===== src/rtl/bp_be_pkg.sv =====
// Shared types for the backend page-table-walker arbiter: FSM states, owner encoding, grant pick.
package bp_be_pkg;

  typedef enum logic [1:0] {
    eIdle  = 2'd0,
    eIssue = 2'd1,
    eWait  = 2'd2
  } bp_be_ptw_arb_state_e;

  typedef enum logic {
    e_ptw_owner_i = 1'b0,
    e_ptw_owner_d = 1'b1
  } bp_be_ptw_owner_e;

  // D wins ties unless the I side has been passed over starve_limit_p times in a row.
  function automatic bp_be_ptw_owner_e ptw_arb_pick(input logic i_v, input logic d_v,
                                                     input logic starved);
    bp_be_ptw_owner_e owner;
    owner = e_ptw_owner_d;
    if (i_v && !d_v) begin
      owner = e_ptw_owner_i;
    end else if (i_v && d_v && starved) begin
      owner = e_ptw_owner_i;
    end
    return owner;
  endfunction

endpackage


===== src/rtl/bp_be_ptw_arb_slot.sv =====
// One-entry miss holding register; set loads vaddr/store bit, clear wins over set.
// Zero latency to v_o after the capturing edge; the owner drops new requests while v_o is high.
module bp_be_ptw_arb_slot #(
  parameter int vaddr_width_p = 39
) (
  input  logic                     clk_i,
  input  logic                     reset_n_i,
  input  logic                     set_i,
  input  logic                     clr_i,
  input  logic [vaddr_width_p-1:0] vaddr_i,
  input  logic                     store_i,
  output logic                     v_o,
  output logic [vaddr_width_p-1:0] vaddr_o,
  output logic                     store_o
);

  logic                     v_q;
  logic [vaddr_width_p-1:0] vaddr_q;
  logic                     store_q;

  always_ff @(posedge clk_i) begin
    if (!reset_n_i) begin
      v_q     <= 1'b0;
      vaddr_q <= '0;
      store_q <= 1'b0;
    end else if (clr_i) begin
      v_q <= 1'b0;
    end else if (set_i) begin
      v_q     <= 1'b1;
      vaddr_q <= vaddr_i;
      store_q <= store_i;
    end
  end

  assign v_o     = v_q;
  assign vaddr_o = vaddr_q;
  assign store_o = store_q;

endmodule


===== src/rtl/bp_be_ptw_arbiter.sv =====
// Shares one page-table walker between I-TLB and D-TLB misses; D priority with I anti-starvation.
// A miss accepted at an idle, non-busy edge issues in the very next cycle; ready_o low while a slot is held.
module bp_be_ptw_arbiter
  import bp_be_pkg::*;
#(
  parameter int vaddr_width_p  = 39,
  parameter int starve_limit_p = 4
) (
  input  logic                     clk_i,
  input  logic                     reset_n_i,

  input  logic                     itlb_miss_v_i,
  input  logic [vaddr_width_p-1:0] itlb_miss_vaddr_i,
  output logic                     itlb_miss_ready_o,

  input  logic                     dtlb_miss_v_i,
  input  logic                     dtlb_miss_store_i,
  input  logic [vaddr_width_p-1:0] dtlb_miss_vaddr_i,
  output logic                     dtlb_miss_ready_o,

  input  logic                     flush_i,

  input  logic                     ptw_busy_i,
  output logic                     ptw_instr_miss_v_o,
  output logic                     ptw_load_miss_v_o,
  output logic                     ptw_store_miss_v_o,
  output logic [vaddr_width_p-1:0] ptw_vaddr_o,

  input  logic                     ptw_fill_v_i,
  input  logic                     ptw_instr_pf_i,
  input  logic                     ptw_load_pf_i,
  input  logic                     ptw_store_pf_i,

  output logic                     itlb_resp_v_o,
  output logic                     itlb_fill_v_o,
  output logic                     itlb_page_fault_o,

  output logic                     dtlb_resp_v_o,
  output logic                     dtlb_fill_v_o,
  output logic                     dtlb_load_pf_o,
  output logic                     dtlb_store_pf_o
);

  localparam int cnt_width_lp = $clog2(starve_limit_p + 1);

  bp_be_ptw_arb_state_e     state_q;
  bp_be_ptw_owner_e         owner_q;
  bp_be_ptw_owner_e         grant_owner;
  logic                     drop_q;
  logic [cnt_width_lp-1:0]  starve_cnt_q, starve_cnt_d;
  logic                     instr_miss_q, load_miss_q, store_miss_q;
  logic [vaddr_width_p-1:0] vaddr_q;

  logic                     i_v_lo, d_v_lo;
  logic [vaddr_width_p-1:0] i_vaddr_lo, d_vaddr_lo;
  logic                     i_store_lo, d_store_lo;
  logic                     i_set, d_set, i_clr, d_clr;
  logic                     i_elig, d_elig;
  logic [vaddr_width_p-1:0] i_vaddr_sel, d_vaddr_sel, sel_vaddr;
  logic                     d_store_sel, sel_store;
  logic                     starved, grant_d, issue_go;
  logic                     resp_v, resp_i, resp_d;

  assign resp_v = (state_q == eWait) & ptw_fill_v_i & ~drop_q;
  assign resp_i = resp_v & (owner_q == e_ptw_owner_i);
  assign resp_d = resp_v & (owner_q == e_ptw_owner_d);

  assign i_set = itlb_miss_v_i & ~i_v_lo & ~flush_i;
  assign d_set = dtlb_miss_v_i & ~d_v_lo & ~flush_i;
  assign i_clr = flush_i | resp_i;
  assign d_clr = flush_i | resp_d;

  bp_be_ptw_arb_slot #(.vaddr_width_p(vaddr_width_p)) i_slot (
    .clk_i     (clk_i),
    .reset_n_i (reset_n_i),
    .set_i     (i_set),
    .clr_i     (i_clr),
    .vaddr_i   (itlb_miss_vaddr_i),
    .store_i   (1'b0),
    .v_o       (i_v_lo),
    .vaddr_o   (i_vaddr_lo),
    .store_o   (i_store_lo)
  );

  bp_be_ptw_arb_slot #(.vaddr_width_p(vaddr_width_p)) d_slot (
    .clk_i     (clk_i),
    .reset_n_i (reset_n_i),
    .set_i     (d_set),
    .clr_i     (d_clr),
    .vaddr_i   (dtlb_miss_vaddr_i),
    .store_i   (dtlb_miss_store_i),
    .v_o       (d_v_lo),
    .vaddr_o   (d_vaddr_lo),
    .store_o   (d_store_lo)
  );

  // A miss being captured this edge competes alongside held ones, so a request can issue next cycle.
  assign i_elig      = i_v_lo | i_set;
  assign d_elig      = d_v_lo | d_set;
  assign i_vaddr_sel = i_v_lo ? i_vaddr_lo : itlb_miss_vaddr_i;
  assign d_vaddr_sel = d_v_lo ? d_vaddr_lo : dtlb_miss_vaddr_i;
  assign d_store_sel = d_v_lo ? d_store_lo : dtlb_miss_store_i;

  assign starved     = (starve_cnt_q == cnt_width_lp'(starve_limit_p));
  assign grant_owner = ptw_arb_pick(i_elig, d_elig, starved);
  assign grant_d     = (grant_owner == e_ptw_owner_d);
  assign sel_vaddr   = grant_d ? d_vaddr_sel : i_vaddr_sel;
  assign sel_store   = grant_d ? d_store_sel : i_store_lo;
  assign issue_go    = (state_q == eIdle) & ~flush_i & ~ptw_busy_i & (i_elig | d_elig);

  always_comb begin
    starve_cnt_d = starve_cnt_q;
    if (!i_elig) begin
      starve_cnt_d = '0;
    end else if (issue_go) begin
      if (!grant_d) begin
        starve_cnt_d = '0;
      end else if (!starved) begin
        starve_cnt_d = starve_cnt_q + 1'b1;
      end
    end
  end

  always_ff @(posedge clk_i) begin
    if (!reset_n_i) begin
      state_q      <= eIdle;
      owner_q      <= e_ptw_owner_i;
      drop_q       <= 1'b0;
      starve_cnt_q <= '0;
      instr_miss_q <= 1'b0;
      load_miss_q  <= 1'b0;
      store_miss_q <= 1'b0;
      vaddr_q      <= '0;
    end else begin
      starve_cnt_q <= starve_cnt_d;
      instr_miss_q <= 1'b0;
      load_miss_q  <= 1'b0;
      store_miss_q <= 1'b0;
      case (state_q)
        eIdle: begin
          if (issue_go) begin
            state_q      <= eIssue;
            owner_q      <= grant_owner;
            instr_miss_q <= ~grant_d;
            load_miss_q  <= grant_d & ~sel_store;
            store_miss_q <= grant_d & sel_store;
            vaddr_q      <= sel_vaddr;
          end
        end
        eIssue: begin
          state_q <= eWait;
          if (flush_i) drop_q <= 1'b1;
        end
        eWait: begin
          // A flushed walk still has to drain; drop_q masks its result.
          if (ptw_fill_v_i) begin
            state_q <= eIdle;
            drop_q  <= 1'b0;
          end else if (flush_i) begin
            drop_q <= 1'b1;
          end
        end
        default: state_q <= eIdle;
      endcase
    end
  end

  assign itlb_miss_ready_o  = ~i_v_lo;
  assign dtlb_miss_ready_o  = ~d_v_lo;

  assign ptw_instr_miss_v_o = instr_miss_q;
  assign ptw_load_miss_v_o  = load_miss_q;
  assign ptw_store_miss_v_o = store_miss_q;
  assign ptw_vaddr_o        = vaddr_q;

  assign itlb_resp_v_o      = resp_i;
  assign itlb_page_fault_o  = resp_i & ptw_instr_pf_i;
  assign itlb_fill_v_o      = resp_i & ~ptw_instr_pf_i;

  assign dtlb_resp_v_o      = resp_d;
  assign dtlb_load_pf_o     = resp_d & ptw_load_pf_i;
  assign dtlb_store_pf_o    = resp_d & ptw_store_pf_i;
  assign dtlb_fill_v_o      = resp_d & ~(ptw_load_pf_i | ptw_store_pf_i);

  fill_only_in_wait: assert property (@(posedge clk_i) disable iff (!reset_n_i)
    ptw_fill_v_i |-> (state_q == eWait));

endmodule


===== config.mk =====
export PLATFORM = sky130hd
export DESIGN_NAME = bp_be_ptw_arbiter
export DESIGN_NICKNAME = d
export VERILOG_FILES = /design/src/rtl/bp_be_pkg.sv /design/src/rtl/bp_be_ptw_arb_slot.sv /design/src/rtl/bp_be_ptw_arbiter.sv
export SDC_FILE = /design/constraint.sdc
export NUM_CORES = 1
export LEC_CHECK = 0
export BUFFER_PORTS_ARGS = -buffer_cell sky130_fd_sc_hd__buf_2
export CAP_MARGIN = 20
export CELL_PAD_IN_SITES_DETAIL_PLACEMENT = 1
export CELL_PAD_IN_SITES_GLOBAL_PLACEMENT = 2
export CORE_UTILIZATION = 36
export CTS_BUF_LIST = sky130_fd_sc_hd__clkbuf_4
export CTS_CLUSTER_DIAMETER = 200
export DETAILED_ROUTE_END_ITERATION = 10
export HOLD_SLACK_MARGIN = 0.02
export PLACE_DENSITY = 0.84
export SLEW_MARGIN = 10
export SYNTH_ARGS = -nofsm -noshare
export SYNTH_HDL_FRONTEND = slang
export SYNTH_SLANG_ARGS = --single-unit
export TNS_END_PERCENT = 50

===== constraint.sdc =====
create_clock -name clk_i -period 5.8 [get_ports clk_i]
set_input_delay 0.29 -clock clk_i [delete_from_list [all_inputs] [get_ports clk_i]]
set_output_delay 0.29 -clock clk_i [all_outputs]
set_load 0.005 [all_outputs]

==> flow_metrics.py, run 1 <==
metrics = {
    "final_layout": {
        "area.sequential_sq_um": 2605,
        "layout-drive-gt1-share": 0.2428,
        "layout.cells.most_common_list": "nand2_1, buf_2, dfxtp_1",
        "nets": 984,
        "most_common_cell_after_layout_fill_and_taps_aside": "nand2_1",
        "num-fill-cells": 1976,
        "area_used_by_multi_input_combinational_logic_sq_um": 3304,
        "area_growth_syn_to_layout_pct": 31.01,
    },
    "sta": {
        "worstMarginPinSlew_ns": 0.9420,
        "layout_worst_path_cycle_share": 0.4821,
        "slew_headroom": 0.3720,
        "timing.final.setup_violations": 0,
        "slew_viol_final": 0,
        "rsz0062_at_grt": "no",
        "finClkSkew_ns": 0.01820,
        "post-route-worst-setup-slack_ns": 3.004,
        "final.setup.tns_ns": 0,
        "hold_viol_final": 0,
        "finalWorstPathRequiredPeriod_ns": 2.796,
        "clock.fmax_ghz": 0.3576,
    },
    "critical_path": {
        "worstSetupEndpointType": "flop",
        "timing.critical_path.from_type": "flop",
        "timing.critical_path.arrival_ns": 3.25,
        "critical_path.top_delay_family": "compound AO/OA/AOI/OAI gates",
        "cp_max_fo": 46,
        "timing.setup.critical_path_class": "flop to flop",
        "timing.critical_path.buf_inv": 2,
        "critical_path_cell_with_the_highest_stage_delay": "a41oi_4",
        "crit_path_cell_trace": "buf_4, inv_1, a41oi_4, nor2_4, a221o_1",
        "timing.critical_path.slowest_cell_delay_ns": 0.70,
        "worst_ep_required_time_ns": 6.25,
    },
    "global_routing": {
        "grt_max_degree": 105,
        "grt_pass1_wl_mm": 32.70,
        "grt.overflow.total": 0,
        "grt_pass1_vias": 6281,
        "number_of_antenna_violations_at_the_first_check_in_global_routing": 1,
        "grt.total_usage": 0.2410,
    },
    "logic_synthesis": {
        "synthesis.area_per_instance_sq_um": 8.791,
        "synth_xor_xnor_area_share": 0,
        "synth-async-reset-ratio": 0,
        "yosysWarnings": 0,
        "share_of_synthesized_cell_area_in_full_adder_half_adder_and_majority_cells": 0.01222,
        "postSynth.topFlopCell": "dfxtp_1",
        "number_of_synthesized_flops_with_an_enable_pin": 0,
        "synth_top_family_by_area": "multiplexers",
        "synth_simple_gate_area_share": 0.1572,
        "number_of_standard_cells_after_synthesis": 699,
        "synth_mux_area_frac": 0.1969,
        "synth.cell_area_sq_um": 6145,
        "seq_area_frac_synth": 0.4235,
        "yosys.cell_types.count": 40,
        "synth_compound_area_frac": 0.1633,
        "synth-seq-cells": 130,
        "synth_nets": 794,
    },
    "pwr": {
        "vdd.ir_drop.worst_mv": 0.1047,
        "static-leakage-power_uw": 0.003295,
        "power-per-cell-area_nw_per_um2": 245.5,
    },
    "drt": {
        "drt_first_pass_iters": 4,
        "drt-wirelength-per-cell_microns": 18.51,
        "dr.first_iter.drc_count": 257,
        "wl_mm": 20.79,
        "num_vias": 5945,
        "post_drt_via_cell_ratio": 5.294,
        "post-route-drc-count": 0,
        "remaining_number_of_nets_flagged_by_the_antenna_check_after_routing": 0,
    },
    "die": {
        "row_count": 47,
        "pin_count": 140,
        "start_util": 0.3692,
        "die_height_microns": 132.6,
        "die_area_sq_um": 17590,
        "total_core_area_sq_um": 16640,
        "die_width_microns": 132.6,
    },
    "clocking": {
        "cts_root_buf": "clkbuf_4",
        "post_cts_resize_count": 0,
        "cts.path.max_buffers": 2,
        "cts-buffers-inserted": 17,
        "cts_num_sinks": 130,
        "clock_insertion_delay_worst_skew_ns": 0.57,
        "h-tree-depth": 4,
        "worst_setup_hold_path_clk_slew_ns": 0.11,
        "post-cts-setup-buffer-count": 0,
        "tritoncts_clock_tree": "yes",
    },
    "place": {
        "place_hpwl_mm": 12.81,
        "gp_congestion": 0.7843,
        "place_ws_ns": 3.015,
        "placement.io_buffers": 139,
    },
    "outcome": {
        "outcome": "completed",
    },
    "job": {
        "maxCapViolations": 0,
    },
    "worst_hold_path": {
        "hold_path.class": "primary input to flop",
    },
}
cell families (layout without fill, tap and decap cells):
kind of cell | count (synthesis) | count (layout)
AOI/OAI and AO/OA | 154 | 154
DFF | 130 | 130
adders and majority gates | 6 | 6
muxes | 117 | 117
buffers and inverters | 66 | 269
and+or+nand+nor | 226 | 226
other | 0 | 1
layer usage:
layer	wire length (microns)	GRT usage	part of all wire
met5	0	0	0
met4	361	0.09068	0.017
met3	727	0.04789	0.035
met2	10560	0.4322	0.51
met1	9140	0.2820	0.44
area by class of cell:
cell class              count  share of cell area
multi-input cells         503              0.4105
clock buffers              22             0.02052
repair buffers            229              0.2016
well taps                 220             0.03419
inverters                   8            0.003886
diodes                      1           0.0003108
flip-flops and latches    130              0.3236
clock inverters            10            0.005440
synth_stat cells, types with 4 or more instances:
library cell | count | area (sq um)
a21oi_1 | 99 | 495.5
a221o_1 | 22 | 220.2
buf_1 | 7 | 26.28
buf_2 | 11 | 55.05
clkbuf_1 | 36 | 135.1
dfxtp_1 | 130 | 2603
ha_1 | 6 | 75.07
inv_1 | 7 | 26.28
mux2_2 | 31 | 349.1
mux2i_1 | 86 | 860.8
nand2_1 | 168 | 630.6
nand2b_1 | 4 | 25.02
nand3_1 | 4 | 20.02
nor2_1 | 6 | 22.52
nor2b_1 | 5 | 31.28
nor3_1 | 26 | 130.1
o221ai_1 | 16 | 140.1
state kept, by name (all words and copies together), names as in the netlist:
name and count:
ptw_instr_miss_v_o 1, state_q 2, drop_q 1, starve_cnt_q 3, d_slot.vaddr_o 39, d_slot.v_o 1, d_slot.store_o 1, ptw_vaddr_o 39
ptw_load_miss_v_o 1, i_slot.vaddr_o 39, i_slot.v_o 1, ptw_store_miss_v_o 1, owner_q 1
final timing paths:
kind / from / to / slack (ns) / depth (start not counted)
worst max register to register: i_slot.v_o$_SDFFE_PP0P_ / ptw_vaddr_o[35]$_SDFFE_PN0P_ / 3.00 / 5
worst min register to register: d_slot.vaddr_o[27]$_SDFFE_PN0P_ / d_slot.vaddr_o[27]$_SDFFE_PN0P_ / 0.46 / 2
worst max-delay path: i_slot.v_o$_SDFFE_PP0P_ / ptw_vaddr_o[35]$_SDFFE_PN0P_ / 3.00 / 5
worst min-delay path: dtlb_miss_v_i / d_slot.v_o$_SDFFE_PP0P_ / 0.08 / 3
power by group:
| part | internal, uW | switching, uW |
|---|---|---|
| clock network | 181 | 334 |
| registers | 960 | 40.1 |
| logic | 209 | 251 |
| total | 1350 | 625 |
metrics by stage:
step	utilization	instance area, sq um	total power, uW	hold WS (ns)	instances
finish	0.4837	8050	1976	0.07605	1123
global route	0.4837	8050	2079	0.07425	1123
CTS	0.4803	7993	1988	0.04789	1120
detailed placement	0.4196	6983	1433	0.4471	1008
global placement	0.4180	6957	1406	0.4380	1006
floorplan	-	6145	1272	0.4052	699
worst min-delay path: stages:
cell and delay, ns:
buf_2 0.11, nor2_1 0.13, nor3_1 0.07
what timing repair did:
| item | in CTS | in global routing |
|---|---|---|
| endpoints found under the hold margin | 81 | 0 |
| setup endpoints to repair | 0 | 0 |
| hold buffers | 80 | 0 |
Power figures use the tool's default switching activity.
==> inputs of run 2 (changes only) <==
--- a/config.mk
+++ b/config.mk
@@ -9,12 +9,12 @@
 export CAP_MARGIN = 20
 export CELL_PAD_IN_SITES_DETAIL_PLACEMENT = 1
 export CELL_PAD_IN_SITES_GLOBAL_PLACEMENT = 2
-export CORE_UTILIZATION = 36
+export CORE_UTILIZATION = 30
 export CTS_BUF_LIST = sky130_fd_sc_hd__clkbuf_4
 export CTS_CLUSTER_DIAMETER = 200
 export DETAILED_ROUTE_END_ITERATION = 10
 export HOLD_SLACK_MARGIN = 0.02
-export PLACE_DENSITY = 0.84
+export PLACE_DENSITY = 0.74
 export SLEW_MARGIN = 10
 export SYNTH_ARGS = -nofsm -noshare
 export SYNTH_HDL_FRONTEND = slang
==> constraint.sdc (replaced) <==
create_clock -name clk_i -period 2.5 [get_ports clk_i]
set_input_delay 0.125 -clock clk_i [delete_from_list [all_inputs] [get_ports clk_i]]
set_output_delay 0.125 -clock clk_i [all_outputs]
set_load 0.005 [all_outputs]
==> run 2 against run 1 <==
Compared with the run above:
- via count barely moved
- cell count rose by 4.9%
- setup slack got worse by 2.7 ns
- die area rose by 20%
- total power rose by 140%
- critical path type is now flop to output port
- critical endpoint is now dtlb_fill_v_o
- largest power group unchanged
==> flow_metrics.py, run 2 (synthesized netlist as in run 1, its figures left out) <==
metrics = {
    "pwr": {
        "pwr-share-comb": 0.227,
        "power.sequential.fraction": 0.488,
        "p_sw_frac": 0.3019,
        "power.switching_uw": 1439,
        "power.clock.fraction": 0.285,
        "power-per-cell-area_nw_per_um2": 578.8,
        "vdd.ir_drop.worst_mv": 0.3610,
        "static-leakage-power_uw": 0.003374,
        "internal-power_uw": 3329,
    },
    "critical_path": {
        "timing.critical_path.arrival_ns": 2.09,
        "timing.setup.critical_path_class": "flop to output port",
        "worst_ep_required_time_ns": 2.38,
        "cp_max_fo": 7,
        "timing.critical_path.from_type": "flop",
        "worstSetupEndpointType": "output port",
    },
    "sta": {
        "clock.fmax_ghz": 0.4524,
        "hold-worst-slack_ns": 0.1967,
        "finalWorstPathRequiredPeriod_ns": 2.210,
        "layout_worst_path_cycle_share": 0.8841,
        "hold_viol_final": 0,
        "final.setup.tns_ns": 0,
        "slew_headroom": 0.4873,
        "rsz0062_at_grt": "no",
        "finClkSkew_ns": 0.01884,
        "slew_viol_final": 0,
        "timing.final.setup_violations": 0,
        "post-route-worst-setup-slack_ns": 0.2897,
        "worstMarginPinSlew_ns": 0.7661,
    },
    "place": {
        "place_ws_ns": 0.3542,
        "gp_congestion": 0.7739,
        "placement.io_buffers": 139,
        "number_of_cells_in_the_design_after_placement": 1063,
        "place_hpwl_mm": 13.77,
    },
    "final_layout": {
        "nets": 997,
        "num-fill-cells": 2348,
        "area.sequential_sq_um": 2605,
        "final_design_utilization": 0.4164,
        "most_common_cell_after_layout_fill_and_taps_aside": "nand2_1",
        "area_used_by_multi_input_combinational_logic_sq_um": 3304,
        "final_cells": 1178,
        "layout-drive-gt1-share": 0.2514,
        "area_growth_syn_to_layout_pct": 34.07,
        "layout.cells.most_common_list": "nand2_1, buf_2, dfxtp_1",
    },
    "worst_hold_path": {
        "hold_path.class": "primary input to flop",
    },
    "drt": {
        "remaining_number_of_nets_flagged_by_the_antenna_check_after_routing": 0,
        "post-route-drc-count": 0,
        "dr.first_iter.drc_count": 237,
        "drt-wirelength-per-cell_microns": 17.95,
        "wl_mm": 21.14,
        "drt_first_pass_iters": 4,
        "post_drt_via_cell_ratio": 5.042,
        "num_vias": 5940,
    },
    "global_routing": {
        "grt_pass1_wl_mm": 34.36,
        "grt_use_met3": 0.04906,
        "number_of_antenna_violations_at_the_first_check_in_global_routing": 1,
        "grt.busiest_layer": "met2",
        "grt_max_degree": 102,
        "grt.overflow.total": 0,
        "grt.met1_usage": 0.2465,
        "grt.total_usage": 0.2064,
        "grt_pass1_vias": 6474,
        "grt_util_met2": 0.3654,
    },
    "die": {
        "row_count": 51,
        "total_core_area_sq_um": 19780,
        "die_height_microns": 145.1,
        "die_area_sq_um": 21060,
        "start_util": 0.3106,
        "pin_count": 140,
        "die_width_microns": 145.1,
    },
    "clocking": {
        "worst_setup_hold_path_clk_slew_ns": 0.10,
        "post-cts-setup-buffer-count": 0,
        "cts-buffers-inserted": 17,
        "h-tree-depth": 4,
        "cts.path.max_buffers": 2,
        "cts_num_sinks": 130,
        "clock_insertion_delay_worst_skew_ns": 0.55,
        "cts_root_buf": "clkbuf_4",
        "tritoncts_clock_tree": "yes",
    },
    "job": {
        "maxCapViolations": 0,
    },
    "outcome": {
        "outcome": "completed",
    },
}
==> run 2: changes by cell type in the layout (fill, tap and decap cells not counted), sizes merged <==
cell and change:
buf +8, bufinv +2, dlygate4sd3 +5, clkinv -4
diode +1, clkbuf -2
==> run 2: power by group through the flow <==
stage | Clock [uW] | Sequential, uW | Combinational (uW)
CTS | 1430 | 2330 | 1090
detailed placement | 0 | 2370 | 977
global route | 1500 | 2350 | 1190
finish | 1360 | 2330 | 1080
global placement | 0 | 2360 | 930
floorplan | 0 | 2350 | 603
==> run 2: final timing paths <==
path	start	endpoint	slack [ns]	cells after the start
hold / removal	itlb_miss_v_i	i_slot.v_o$_SDFFE_PP0P_	0.20	3
setup / recovery	state_q[0]$_SDFFE_PN0P_	dtlb_fill_v_o	0.29	5
hold reg to reg	i_slot.vaddr_o[15]$_SDFFE_PN0P_	i_slot.vaddr_o[15]$_SDFFE_PN0P_	0.46	2
setup reg to reg	state_q[0]$_SDFFE_PN0P_	d_slot.vaddr_o[20]$_SDFFE_PN0P_	0.33	7
==> run 2: metal layers <==
| layer | share of wire | wire [microns] |
|---|---|---|
| met4 | 0.011 | 242 |
| met1 | 0.44 | 9377 |
| met3 | 0.042 | 893 |
| met5 | 0 | 0 |
| met2 | 0.50 | 10630 |
==> run 2: worst max-delay path, stage by stage (launching register included) <==
cell and delay [ns]:
dfxtp_1 0.34, inv_1 0.11, ha_1 0.22, and4b_1 0.40, nor3b_1 0.30, buf_2 0.18
==> run 2: repair_timing <==
item,4_1_cts,5_1_grt
resized for setup,0,0
endpoints found under the setup margin,0,0
hold buffers,85,0
endpoints found under the hold margin,122,0
==> run 2: stage by stage <==
| step | cell area (sq um) | total power [uW] |
|---|---|---|
| after floorplan | 6145 | 2950 |
| after global placement | 7141 | 3294 |
| after detailed placement | 7141 | 3350 |
| after CTS | 8233 | 4844 |
| after global routing | 8238 | 5040 |
| final | 8238 | 4768 |
==> run 2: layout make-up <==
cell class / count / share of cell area
inverters: 8 / 0.003797
clock inverters: 8 / 0.01109
clock buffers: 20 / 0.01823
diodes: 2 / 0.0006075
well taps: 265 / 0.04025
repair buffers: 242 / 0.2087
multi-input cells: 503 / 0.4011
flip-flops and latches: 130 / 0.3162
==> inputs of run 3 (changes only) <==
--- a/config.mk
+++ b/config.mk
@@ -9,12 +9,12 @@
 export CAP_MARGIN = 20
 export CELL_PAD_IN_SITES_DETAIL_PLACEMENT = 1
 export CELL_PAD_IN_SITES_GLOBAL_PLACEMENT = 2
-export CORE_UTILIZATION = 30
+export CORE_UTILIZATION = 33
 export CTS_BUF_LIST = sky130_fd_sc_hd__clkbuf_4
 export CTS_CLUSTER_DIAMETER = 200
 export DETAILED_ROUTE_END_ITERATION = 10
 export HOLD_SLACK_MARGIN = 0.02
-export PLACE_DENSITY = 0.74
+export PLACE_DENSITY = 0.78
 export SLEW_MARGIN = 10
 export SYNTH_ARGS = -nofsm -noshare
 export SYNTH_HDL_FRONTEND = slang
==> constraint.sdc (replaced) <==
create_clock -name clk_i -period 2.05 [get_ports clk_i]
set_input_delay 0.1025 -clock clk_i [delete_from_list [all_inputs] [get_ports clk_i]]
set_output_delay 0.1025 -clock clk_i [all_outputs]
set_load 0.005 [all_outputs]
==> run 3 against run 2 <==
Compared with the run above:
- the flow now finishes with violations (design-rule violations)
- setup slack lost 0.20 ns
- first-iteration DRC count shrank 5.5%
- register-to-register slack lost 0.24 ns
- flip-flop and latch count is the same
- cell count shrank 1.9%
- cell area grew 1.4%
- sequential share of layout area shrank 0.43 points
- die area shrank 9.0%
- clock power grew 16%
- clock skew grew 0.00080 ns
- sequential power grew 22%
==> flow_metrics.py, run 3 (synthesized netlist as in run 1, its figures left out) <==
metrics = {
    "die": {
        "total_core_area_sq_um": 18090,
        "pin_count": 140,
        "start_util": 0.3397,
        "die_area_sq_um": 19170,
        "row_count": 49,
        "die_height_microns": 138.5,
        "die_width_microns": 138.5,
    },
    "critical_path": {
        "timing.setup.critical_path_class": "flop to flop",
        "critical_path_cell_with_the_highest_stage_delay": "or3b_4",
        "cp_max_fo": 22,
        "worst-r2r-setup-slack_ns": 0.09,
        "r2r-end": "ptw_vaddr_o[23]$_SDFFE_PN0P_",
        "critical_path.top_delay_family": "compound AO/OA/AOI/OAI gates",
        "regToRegStartpoint": "state_q[1]$_SDFFE_PN0P_",
        "timing.critical_path.from_type": "flop",
        "timing.critical_path.buf_inv": 1,
        "timing.critical_path.arrival_ns": 2.41,
        "crit_path_cell_trace": "inv_1, ha_1, or3b_4, a41oi_4, nor2_4, a221o_1",
        "worst_ep_required_time_ns": 2.50,
        "timing.reg2reg.worst_path_depth": 6,
        "worstSetupEndpointType": "flop",
        "timing.critical_path.slowest_cell_delay_ns": 0.40,
    },
    "final_layout": {
        "non_filler_cell_area_final_sq_um": 8356,
        "most_common_cell_after_layout_fill_and_taps_aside": "nand2_1",
        "area.sequential_sq_um": 2606,
        "num-fill-cells": 2126,
        "layout.cells.most_common_list": "nand2_1, buf_2, dfxtp_1",
        "area_growth_syn_to_layout_pct": 35.98,
        "diodes": 0,
        "layout-drive-gt1-share": 0.2643,
        "nets": 1010,
        "area_used_by_multi_input_combinational_logic_sq_um": 3314,
    },
    "sta": {
        "slew_headroom": 0.5442,
        "timing.final.setup_violations": 0,
        "clock.fmax_ghz": 0.5104,
        "post-route-worst-setup-slack_ns": 0.09087,
        "layout_worst_path_cycle_share": 0.9557,
        "finClkSkew_ns": 0.01963,
        "worstMarginPinSlew_ns": 0.6765,
        "finalWorstPathRequiredPeriod_ns": 1.959,
        "rsz0062_at_grt": "yes",
        "hold_viol_final": 0,
        "slew_viol_final": 0,
    },
    "drt": {
        "dr.first_iter.drc_count": 224,
        "drt-wirelength-per-cell_microns": 18.32,
        "post_drt_via_cell_ratio": 5.189,
        "drt_first_pass_iters": 8,
        "post-route-drc-count": 23,
        "remaining_number_of_nets_flagged_by_the_antenna_check_after_routing": 0,
        "num_vias": 5998,
        "wl_mm": 21.17,
    },
    "global_routing": {
        "grt.overflow.total": 0,
        "grt_pass1_vias": 6536,
        "number_of_antenna_violations_at_the_first_check_in_global_routing": 0,
        "grt_pass1_wl_mm": 33.93,
        "grt_max_degree": 51,
        "grt.total_usage": 0.2265,
    },
    "place": {
        "gp_congestion": 0.7777,
        "placedInstanceArea_sq_um": 7244,
        "place_hpwl_mm": 14.17,
        "placement.io_buffers": 139,
        "place_ws_ns": 0.1047,
    },
    "pwr": {
        "static-leakage-power_uw": 0.003465,
        "vdd.ir_drop.worst_mv": 0.3097,
        "power-per-cell-area_nw_per_um2": 694.8,
    },
    "clocking": {
        "cts.path.max_buffers": 2,
        "clock_insertion_delay_worst_skew_ns": 0.56,
        "worst_setup_hold_path_clk_slew_ns": 0.11,
        "cts_num_sinks": 130,
        "cts_root_buf": "clkbuf_4",
        "tritoncts_clock_tree": "yes",
        "h-tree-depth": 4,
        "cts-buffers-inserted": 17,
    },
    "outcome": {
        "outcome": "finished with violations",
        "violations": "design-rule violations",
    },
    "job": {
        "maxCapViolations": 0,
    },
    "worst_hold_path": {
        "min_from": "itlb_miss_v_i",
        "min_delay_path_depth": 3,
        "hold_path.class": "primary input to flop",
        "worstHoldEndpoint": "i_slot.v_o$_SDFFE_PP0P_",
    },
}
==> run 3: cell types whose count changed in the layout (fill, tap and decap cells not counted), sizes merged <==
cell and change:
clkbuf +2, clkinvlp -1, dlygate4sd3 +1, bufinv -1, clkinv +3, buf +12
diode -2
==> run 3: worst max-delay path by stage <==
stage,from,to,depth (start not counted)
2_1_floorplan,state_q[0]$_SDFFE_PN0P_,ptw_vaddr_o[7]$_SDFFE_PN0P_,8
3_3_place_gp,d_slot.v_o$_SDFFE_PP0P_,ptw_vaddr_o[24]$_SDFFE_PN0P_,5
3_5_place_dp,state_q[0]$_SDFFE_PN0P_,ptw_vaddr_o[21]$_SDFFE_PN0P_,6
4_1_cts,state_q[0]$_SDFFE_PN0P_,dtlb_fill_v_o,6
5_1_grt,state_q[0]$_SDFFE_PN0P_,dtlb_fill_v_o,6
6_report,state_q[1]$_SDFFE_PN0P_,ptw_vaddr_o[23]$_SDFFE_PN0P_,6
==> run 3: report_power, final <==
part           switching, uW  internal, uW
registers                116          2720
logic                    719           667
clock network            945           639
==> run 3: worst reg2reg max path, cell delays in order (launching register included) <==
cell and delay, ns:
dfxtp_1 0.35, inv_1 0.11, ha_1 0.19, or3b_4 0.40
a41oi_4 0.23, nor2_4 0.16, a221o_1 0.40
==> run 3: stage by stage <==
step           hold slack (ns)  power [uW]  utilization  setup TNS, ns  instances
2_1_floorplan           0.2177        3598            -              0        699
3_3_place_gp            0.3467        4058       0.4006              0       1039
3_5_place_dp            0.3594        4127       0.4006              0       1039
4_1_cts                0.09110        5847       0.4612              0       1156
5_1_grt                 0.1188        6145       0.4620       -0.01314       1156
6_report                0.1378        5806       0.4620              0       1156
==> run 3: area by class of cell <==
class / instances / share of cell area
multi-input cells: 503 / 0.3967
clock buffers: 22 / 0.01977
flip-flops and latches: 130 / 0.3119
well taps: 229 / 0.03429
repair buffers: 255 / 0.2257
clock inverters: 9 / 0.007937
inverters: 8 / 0.003744
==> run 3: what timing repair did <==
action	in CTS	in global routing
endpoints found under the setup margin	3	22
setup buffers	0	0
gates resized for setup	3	4
hold buffers	86	0
hold endpoints to repair	126	0
pin swaps	0	0
==> run 3: metal layers <==
layer	vias to the layer above	global-route usage	routed length, microns
li1	2920	-	-
met1	2903	0.2627	9231
met2	152	0.4077	10590
met3	23	0.05438	1102
met4	0	0.07392	246
met5	-	0	0
